## src/rtl/i2s_tx_defines.sv

```systemverilog
// Shared I2S definitions: channel encoding, receiver state encoding and default word width.
package i2s_tx_defines;
    typedef enum logic {I2S_LEFT = 1'b0, I2S_RIGHT = 1'b1} i2s_chan_e;
    typedef enum logic [1:0] {RX_IDLE, RX_HUNT, RX_RECV, RX_DONE} i2s_rx_state_e;
    localparam int I2S_RX_DATA_WIDTH = 24;
endpackage

```

## src/rtl/i2s_rx_edge_sync.sv

```systemverilog
// Brings sclk/lrclk/sdata into the aud_mclk domain and produces a one-cycle sclk rise pulse
// together with the ws/sd values sampled at that rise.
module i2s_rx_edge_sync #(
    parameter int SYNC_STAGES = 2
) (
    input  logic aud_mclk,
    input  logic aud_mrst,
    input  logic sclk_in,
    input  logic lrclk_in,
    input  logic sdata_in,
    output logic sclk_rise,
    output logic ws,
    output logic sd
);
    logic [SYNC_STAGES-1:0] sclk_sync;
    logic [SYNC_STAGES-1:0] ws_sync;
    logic [SYNC_STAGES-1:0] sd_sync;
    logic                   sclk_prev;

    // ws/sd are registered alongside the rise pulse so all three stay cycle-aligned
    always_ff @(posedge aud_mclk or posedge aud_mrst) begin
        if (aud_mrst) begin
            sclk_sync <= '0;
            ws_sync   <= '0;
            sd_sync   <= '0;
            sclk_prev <= 1'b0;
            sclk_rise <= 1'b0;
            ws        <= 1'b0;
            sd        <= 1'b0;
        end else begin
            sclk_sync <= {sclk_sync[SYNC_STAGES-2:0], sclk_in};
            ws_sync   <= {ws_sync[SYNC_STAGES-2:0], lrclk_in};
            sd_sync   <= {sd_sync[SYNC_STAGES-2:0], sdata_in};
            sclk_prev <= sclk_sync[SYNC_STAGES-1];
            sclk_rise <= sclk_sync[SYNC_STAGES-1] & ~sclk_prev;
            ws        <= ws_sync[SYNC_STAGES-1];
            sd        <= sd_sync[SYNC_STAGES-1];
        end
    end
endmodule

```

## src/rtl/i2s_rx_deserializer.sv

```systemverilog
// I2S receiver: rebuilds left/right PCM words from an oversampled I2S bus and presents them
// on a stream master port, with sticky overflow and short-frame status.
//   state   | meaning
//   IDLE    | disabled, partial word dropped
//   HUNT    | waiting for the first word-select change after the priming rise
//   RECV    | shifting data bits of the current slot
//   DONE    | word complete, ignoring slot padding until next word-select change
module i2s_rx_deserializer
    import i2s_tx_defines::*;
#(
    parameter int DATA_WIDTH  = I2S_RX_DATA_WIDTH,
    parameter int SYNC_STAGES = 2
) (
    input  logic                  aud_mclk,
    input  logic                  aud_mrst,
    input  logic                  enable,
    input  logic                  sclk_in,
    input  logic                  lrclk_in,
    input  logic                  sdata_in,
    output logic [DATA_WIDTH-1:0] m_axis_tdata,
    output logic                  m_axis_tid,
    output logic                  m_axis_tvalid,
    input  logic                  m_axis_tready,
    output logic                  ovf_sts,
    output logic                  short_sts,
    output logic                  irq,
    input  logic                  irq_clr
);
    localparam int                CNT_W    = $clog2(DATA_WIDTH + 1);
    localparam logic [CNT_W-1:0]  CNT_LAST = CNT_W'(DATA_WIDTH - 1);

    i2s_rx_state_e         state, state_nxt;
    logic                  sclk_rise, ws, sd, ws_edge;
    logic                  ws_prev, primed, push_req, push_ok;
    logic                  do_shift, do_restart, set_short, word_done;
    logic [CNT_W-1:0]      cnt;
    logic [DATA_WIDTH-1:0] shift_reg;
    i2s_chan_e             chan;

    i2s_rx_edge_sync #(.SYNC_STAGES(SYNC_STAGES)) u_sync (
        .aud_mclk  (aud_mclk),
        .aud_mrst  (aud_mrst),
        .sclk_in   (sclk_in),
        .lrclk_in  (lrclk_in),
        .sdata_in  (sdata_in),
        .sclk_rise (sclk_rise),
        .ws        (ws),
        .sd        (sd)
    );

    assign ws_edge = sclk_rise & (ws != ws_prev);

    always_ff @(posedge aud_mclk or posedge aud_mrst) begin
        if (aud_mrst) state <= RX_IDLE;
        else          state <= state_nxt;
    end

    always_comb begin
        state_nxt  = state;
        do_shift   = 1'b0;
        do_restart = 1'b0;
        set_short  = 1'b0;
        word_done  = 1'b0;
        if (!enable) begin
            state_nxt = RX_IDLE;
        end else begin
            case (state)
                RX_IDLE: state_nxt = RX_HUNT;
                RX_HUNT: if (ws_edge && primed) begin
                    state_nxt  = RX_RECV;
                    do_restart = 1'b1;
                end
                RX_RECV: if (ws_edge) begin
                    do_restart = 1'b1;
                    set_short  = 1'b1;
                end else if (sclk_rise) begin
                    do_shift = 1'b1;
                    if (cnt == CNT_LAST) begin
                        word_done = 1'b1;
                        state_nxt = RX_DONE;
                    end
                end
                RX_DONE: if (ws_edge) begin
                    state_nxt  = RX_RECV;
                    do_restart = 1'b1;
                end
                default: state_nxt = RX_IDLE;
            endcase
        end
    end

    // The edge-coincident bit is the previous word's LSB, so it is never shifted in
    always_ff @(posedge aud_mclk or posedge aud_mrst) begin
        if (aud_mrst) begin
            ws_prev   <= 1'b0;
            primed    <= 1'b0;
            cnt       <= '0;
            shift_reg <= '0;
            chan      <= I2S_LEFT;
            push_req  <= 1'b0;
        end else begin
            if (sclk_rise && state != RX_IDLE) ws_prev <= ws;
            if (state == RX_IDLE) primed <= 1'b0;
            else if (sclk_rise)   primed <= 1'b1;
            if (!enable || do_restart) cnt <= '0;
            else if (do_shift)         cnt <= cnt + 1'b1;
            if (do_restart) chan <= i2s_chan_e'(ws);
            if (do_shift)   shift_reg <= {shift_reg[DATA_WIDTH-2:0], sd};
            push_req <= word_done;
        end
    end

    assign push_ok = push_req & (~m_axis_tvalid | m_axis_tready);

    always_ff @(posedge aud_mclk or posedge aud_mrst) begin
        if (aud_mrst) begin
            m_axis_tdata  <= '0;
            m_axis_tid    <= 1'b0;
            m_axis_tvalid <= 1'b0;
            ovf_sts       <= 1'b0;
            short_sts     <= 1'b0;
        end else begin
            if (push_ok) begin
                m_axis_tdata  <= shift_reg;
                m_axis_tid    <= chan;
                m_axis_tvalid <= 1'b1;
            end else if (m_axis_tready) begin
                m_axis_tvalid <= 1'b0;
            end
            ovf_sts   <= (push_req & ~push_ok) | (ovf_sts & ~irq_clr);
            short_sts <= set_short | (short_sts & ~irq_clr);
        end
    end

    assign irq = ovf_sts | short_sts;
endmodule

```

## config.mk

```make
export PLATFORM = sky130hd
export DESIGN_NAME = i2s_rx_deserializer
export DESIGN_NICKNAME = d
export VERILOG_FILES = /design/src/rtl/i2s_tx_defines.sv /design/src/rtl/i2s_rx_edge_sync.sv /design/src/rtl/i2s_rx_deserializer.sv
export SDC_FILE = /design/constraint.sdc
export NUM_CORES = 1
export LEC_CHECK = 0
export CORE_MARGIN = 3
export CORE_UTILIZATION = 30
export CTS_CLUSTER_DIAMETER = 50
export DETAILED_ROUTE_END_ITERATION = 12
export PLACE_DENSITY_LB_ADDON = 0.15
export SYNTH_ARGS = -nofsm -noshare
export SYNTH_HDL_FRONTEND = slang
export SYNTH_SLANG_ARGS = --single-unit
```

## constraint.sdc

```tcl
create_clock -name aud_mclk -period 2.3 [get_ports aud_mclk]
set_clock_uncertainty 0.2 [all_clocks]
set_input_delay 0.46 -clock aud_mclk [delete_from_list [all_inputs] [get_ports aud_mclk]]
set_output_delay 0.46 -clock aud_mclk [all_outputs]
set_load 0.005 [all_outputs]
```

==> flow_summary_export.csv, run 1 <==
group,metric,value,unit
synthesis,ys_warn_count,0,
sta,hold_viol,0,
synthesis,synth.ff_latch_count,73,
die,fp-row-count,35,
synthesis,ys_seq_area_frac,0.628,
sta,finalSetupViolCount,0,
power_and_ir_drop,p_per_area,688,nW/um^2
die,die_x,104,um
sta,worst_slew_pin_slew,0.589,ns
layout,final_util,0.394,
critical_path,worstPathArrival,1.97,ns
layout,area_growth_syn_to_layout,26.2,%
sta,slew_violations,0,
synthesis,synth_top_family_by_area,"multiplexers",
die,ios,37,
critical_path,end_kind,"flop",
synthesis,synth_fp_nets,193,
placement,hpwl,3110,um
grt,grt_use_total,0.0974,
placement,post_dp_cell_area,3450,sq um
detailed_routing,ant_nets,0,
layout,antenna_cells,0,
synthesis,avgSynthCellArea,15.8,sq um
critical_path,worst-setup-path-type,"reg -> reg",
synthesis,ys_async_sr_fraction,1.00,
cts,clock_path_buffers,2,
critical_path,critPathLaunchType,"flop",
synthesis,synth-compound-area-share,0.0508,
sta,finalSetupTns,0,ns
sta,fmax,512,MHz
die,dieArea,10900,sq um
cts,path_clk_slew,0.07,ns
cts,postCtsSetupBuffers,0,
cts,holdBufCountCts,0,
cts,htreeDepth,3,
die,die_h,104,um
sta,rsz0062_at_grt,"no",
grt,grt_pass1_vias,1694,
synthesis,synth.distinct_cells,35,
sta,slew-limit-headroom,0.605,
cts,cts-resized-gates,0,
layout,final_layout_size_suffix_gt1_frac,0.335,
grt,grt_pass1_wl,8490,um
synthesis,synth_mux_area_frac,0.223,
critical_path,cp_max_fo,24,
die,initial_core_util,0.312,
run,max-cap-violations,0,
detailed_routing,first_iter_violations,70,
detailed_routing,wl_per_cell,13.4,um
detailed_routing,routed_wl,4900,um
cts,cts_buffers,9,
critical_path,cp.required,2.31,ns
synthesis,synth_xor_area_frac,0.00860,
grt,grt_start_max_net_pins,52,
detailed_routing,dr.pass1.iters,4,
cts,clkLatencyLatePin,0.33,ns
layout,design_area,3670,sq um
sta,fin_crit,1.95,ns
detailed_routing,via_count,1586,
synthesis,synthSimpleGateAreaFrac,0.0469,
placement,place_congestion,0.734,
hold_path,holdCritPathClass,"reg -> reg",
status,status,"finished, final reports clean",
synthesis,synth_cells,184,
synthesis,syn-cell-area,2910,sq um
cts,cts.sinks,73,
synthesis,synth_edf_count,0,
sta,min_period_over_period,0.848,
cts,cts_tree,"built",
cts,cts_root_buffer,"clkbuf_8",
grt,antenna_found_initial,0,
die,core,9330,sq um
detailed_routing,route.detailed.drc,0,
synthesis,synthFlopType,"dfrtp_1",
layout,fin_nets,240,
power_and_ir_drop,p_leak,1.77,nW
detailed_routing,avgViaCountPerCell,4.35,
synthesis,synthAdderAreaFrac,0.00430,
placement,portBuffers,36,
power_and_ir_drop,max-vdd-ir-drop,0.357,mV
grt,grt-ovfl-total,0,
power_and_ir_drop,p_total,2.53,mW
==> final timing paths <==
kind                              startpoint             to  slack (ns)  cells past startpoint
setup / recovery                   u_sync.ws  shift_reg[18]        0.35                      3
hold / removal             u_sync.sd_sync[1]      u_sync.sd        0.15                      0
setup reg to reg                   u_sync.ws  shift_reg[18]        0.35                      3
hold reg to reg            u_sync.sd_sync[1]      u_sync.sd        0.15                      0
max in group asynchronous           aud_mrst  shift_reg[20]        1.30                      3
min in group asynchronous           aud_mrst         cnt[3]        0.33                      3
==> critical path: stages, from the launching register on <==
cell and delay, ns:
dfrtp_1 0.44, xnor2_2 0.52, nand2_8 0.29, mux2_4 0.37
==> stage by stage <==
step	hold WS [ns]	worst slack, ns	instances
floorplan	0.131	0.604	184
detailed placement	0.135	0.104	349
global placement	0.133	0.0973	349
finish	0.150	0.348	365
CTS	0.147	0.330	365
global route	0.152	0.218	365
==> cell families after synthesis <==
group / Yosys count
AND/OR/NAND/NOR: 20
buffers and inverters: 17
AO/OA/AOI/OAI: 20
XOR/XNOR: 2
flip-flops: 73
adder cells (fa/ha/maj): 1
multiplexers: 51
==> cell type report <==
| cell class | instances | area [sq um] |
|---|---|---|
| Multi-Input combinational cell | 94 | 971 |
| Clock inverter | 5 | 78.8 |
| Sequential cell | 73 | 1830 |
| Tap cell | 129 | 161 |
| Timing Repair Buffer | 43 | 450 |
| Fill cell | 904 | 5660 |
| Inverter | 10 | 41.3 |
| Clock buffer | 11 | 141 |
==> Yosys cell counts, types with 2 or more instances <==
cell type / instances / area share
a21oi_1: 6 / 0.010
and4b_1: 2 / 0.0069
buf_12: 2 / 0.014
mux2_2: 31 / 0.12
mux2_4: 20 / 0.10
nand3_1: 2 / 0.0034
o31ai_1: 2 / 0.0052
and3_1: 2 / 0.0043
nand2_1: 3 / 0.0039
nand4_1: 2 / 0.0043
o21ai_0: 3 / 0.0052
inv_1: 10 / 0.013
nor3_1: 2 / 0.0034
dfrtp_1: 73 / 0.63
a31o_2: 2 / 0.0060
buf_2: 3 / 0.0052
==> layout by cell type (no fill, tap or decap), types with 3 or more instances in the layout <==
cell,instances
dfrtp_1,73
clkdlybuf4s50_1,36
mux2_2,31
mux2_4,20
clkbuf_8,10
inv_1,9
a21oi_1,6
buf_4,4
nand2_1,3
o21ai_0,3
buf_12,3
==> report_power, final <==
group	internal (mW)	leakage [nW]	switching [mW]
Clock	0.639	0.113	0.459
Sequential	1.30	0.993	0.0142
Combinational	0.0443	0.663	0.0677
==> per-layer routing <==
metal  up-vias  wire [um]  global-route usage
li1        742          -                   -
met3         2        171              0.0379
met2        25       2390               0.152
met4         0         30              0.0266
met1       817       2310               0.126
met5         -          0                   0
Power figures use the tool's default switching activity.
==> run 2: changes to the inputs <==
- clock period: 2.3 -> 1.85 ns (I/O delays scaled with it)
==> flow_summary_export.csv, run 2 (synthesis gave the netlist of run 1 again) <==
group,metric,value,unit
critical_path,cp_slowest_cell,"clkdlybuf4s50_1",
placement,post_dp_cell_area,3480,sq um
sta,fmax,563,MHz
sta,slew-limit-headroom,0.740,
sta,hold_viol,0,
grt,grt_pass1_vias,1765,
layout,layout_commonest_cell,"dfrtp_1",
critical_path,critPathBufInv,1,
hold_path,holdCritPathClass,"reg -> reg",
sta,slew_violations,0,
die,initial_core_util,0.312,
run,max-cap-violations,0,
placement,portBuffers,36,
detailed_routing,avgViaCountPerCell,4.31,
sta,worst_slew_pin_slew,0.388,ns
layout,mostFrequentLayoutCells,"dfrtp_1 (73), clkdlybuf4s50_1 (33), mux2_2 (31)",
detailed_routing,ant_nets,0,
layout,antenna_cells,0,
critical_path,cp_max_fo,2,
cts,holdBufCountCts,0,
layout,fin_nets,246,
sta,finalSetupViolCount,0,
critical_path,cp.required,1.28,ns
sta,fin_crit,1.78,ns
die,die_x,104,um
cts,cts_buffers,9,
grt,grt-ovfl-total,0,
critical_path,crit_family,"buffers and inverters",
power_and_ir_drop,p_leak,1.84,nW
power_and_ir_drop,max-vdd-ir-drop,0.399,mV
layout,fillers,902,
detailed_routing,route.detailed.drc,0,
placement,hpwl,3100,um
critical_path,slowest_delay,0.50,ns
detailed_routing,wl_per_cell,13.3,um
layout,final_layout_size_suffix_gt1_frac,0.351,
die,dieArea,10900,sq um
layout,design_area,3730,sq um
sta,rsz0062_at_grt,"no",
cts,path_clk_slew,0.08,ns
grt,antenna_found_initial,0,
critical_path,worst-setup-path-type,"reg -> out",
placement,place_congestion,0.723,
die,core,9330,sq um
power_and_ir_drop,p_total,3.29,mW
cts,cts_root_buffer,"clkbuf_8",
cts,clock_path_buffers,2,
die,ios,37,
cts,clkLatencyLatePin,0.34,ns
layout,area_growth_syn_to_layout,28.3,%
cts,htreeDepth,3,
status,status,"finished, final reports clean",
critical_path,end_kind,"output pin",
grt,grt_start_max_net_pins,74,
detailed_routing,first_iter_violations,88,
detailed_routing,routed_wl,4930,um
power_and_ir_drop,p_per_area,883,nW/um^2
detailed_routing,via_count,1600,
sta,min_period_over_period,0.960,
critical_path,worstPathArrival,1.21,ns
die,die_h,104,um
cts,cts.sinks,73,
detailed_routing,dr.pass1.iters,4,
critical_path,critPathLaunchType,"flop",
grt,grt_use_total,0.102,
die,fp-row-count,35,
critical_path,crit_chain,"clkdlybuf4s50_1",
cts,cts_tree,"built",
grt,grt_pass1_wl,8760,um
## run 2: cell count changes in the layout (fill, tap and decap cells not counted)
| cell | delta |
|---|---|
| dlygate4sd2_1 | +1 |
| clkdlybuf4s50_1 | -3 |
| clkinv_2 | -1 |
| buf_4 | +7 |
| dlymetal6s2s_1 | +2 |
| clkinv_4 | -1 |
| buf_12 | -1 |
| bufinv_16 | +1 |
| clkinvlp_4 | +1 |
## run 2: worst paths after layout
kind / from / endpoint / slack (ns) / cells after the start
max reg2reg: u_sync.ws / shift_reg[20] / 0.10 / 3
min reg2reg: u_sync.sclk_sync[0] / u_sync.sclk_sync[1] / 0.15 / 0
max in group asynchronous: aud_mrst / cnt[0] / 0.87 / 3
max: m_axis_tdata[0] / m_axis_tdata[0] / 0.07 / 1
min: u_sync.sclk_sync[0] / u_sync.sclk_sync[1] / 0.15 / 0
min in group asynchronous: aud_mrst / m_axis_tid / 0.29 / 3
## run 2: layer usage
metal,track usage,part of all wire,vias up
met1,0.128,0.47,812
met3,0.0422,0.042,9
li1,-,-,752
met4,0.0399,0.018,0
met5,0,0,-
met2,0.155,0.47,27
## run 2: stage by stage
stage               TNS, ns  std cells  hold slack [ns]  worst slack (ns)  utilization
floorplan                 0        184            0.131             0.205            -
global placement      -7.75        354            0.132            -0.232        0.373
detailed placement    -7.15        354            0.136            -0.199        0.373
CTS                       0        370            0.154            0.0126        0.399
global route              0        371            0.165           0.00208        0.400
finish                    0        371            0.150            0.0748        0.400
## run 2: timing repair
item / in CTS / in global routing
buffers inserted: 0 / 1
gates resized for setup: 1 / 2
endpoints found under the setup margin: 1 / 2
## run 2: layout make-up
cell class	count	area [sq um]	area share
Clock inverter	5	103	0.0275
Inverter	10	41.3	0.0111
Timing Repair Buffer	49	487	0.130
Multi-Input combinational cell	94	971	0.260
Sequential cell	73	1830	0.490
Clock buffer	11	141	0.0379
Tap cell	129	161	0.0433
## run 2: power by group
part / leakage, nW / internal (mW) / switching [mW] / total [mW]
combinational: 0.731 / 0.0594 / 0.0857 / 0.145
sequential: 0.993 / 1.62 / 0.0164 / 1.63
clock: 0.120 / 0.931 / 0.583 / 1.51
total: 1.84 / 2.61 / 0.685 / 3.29
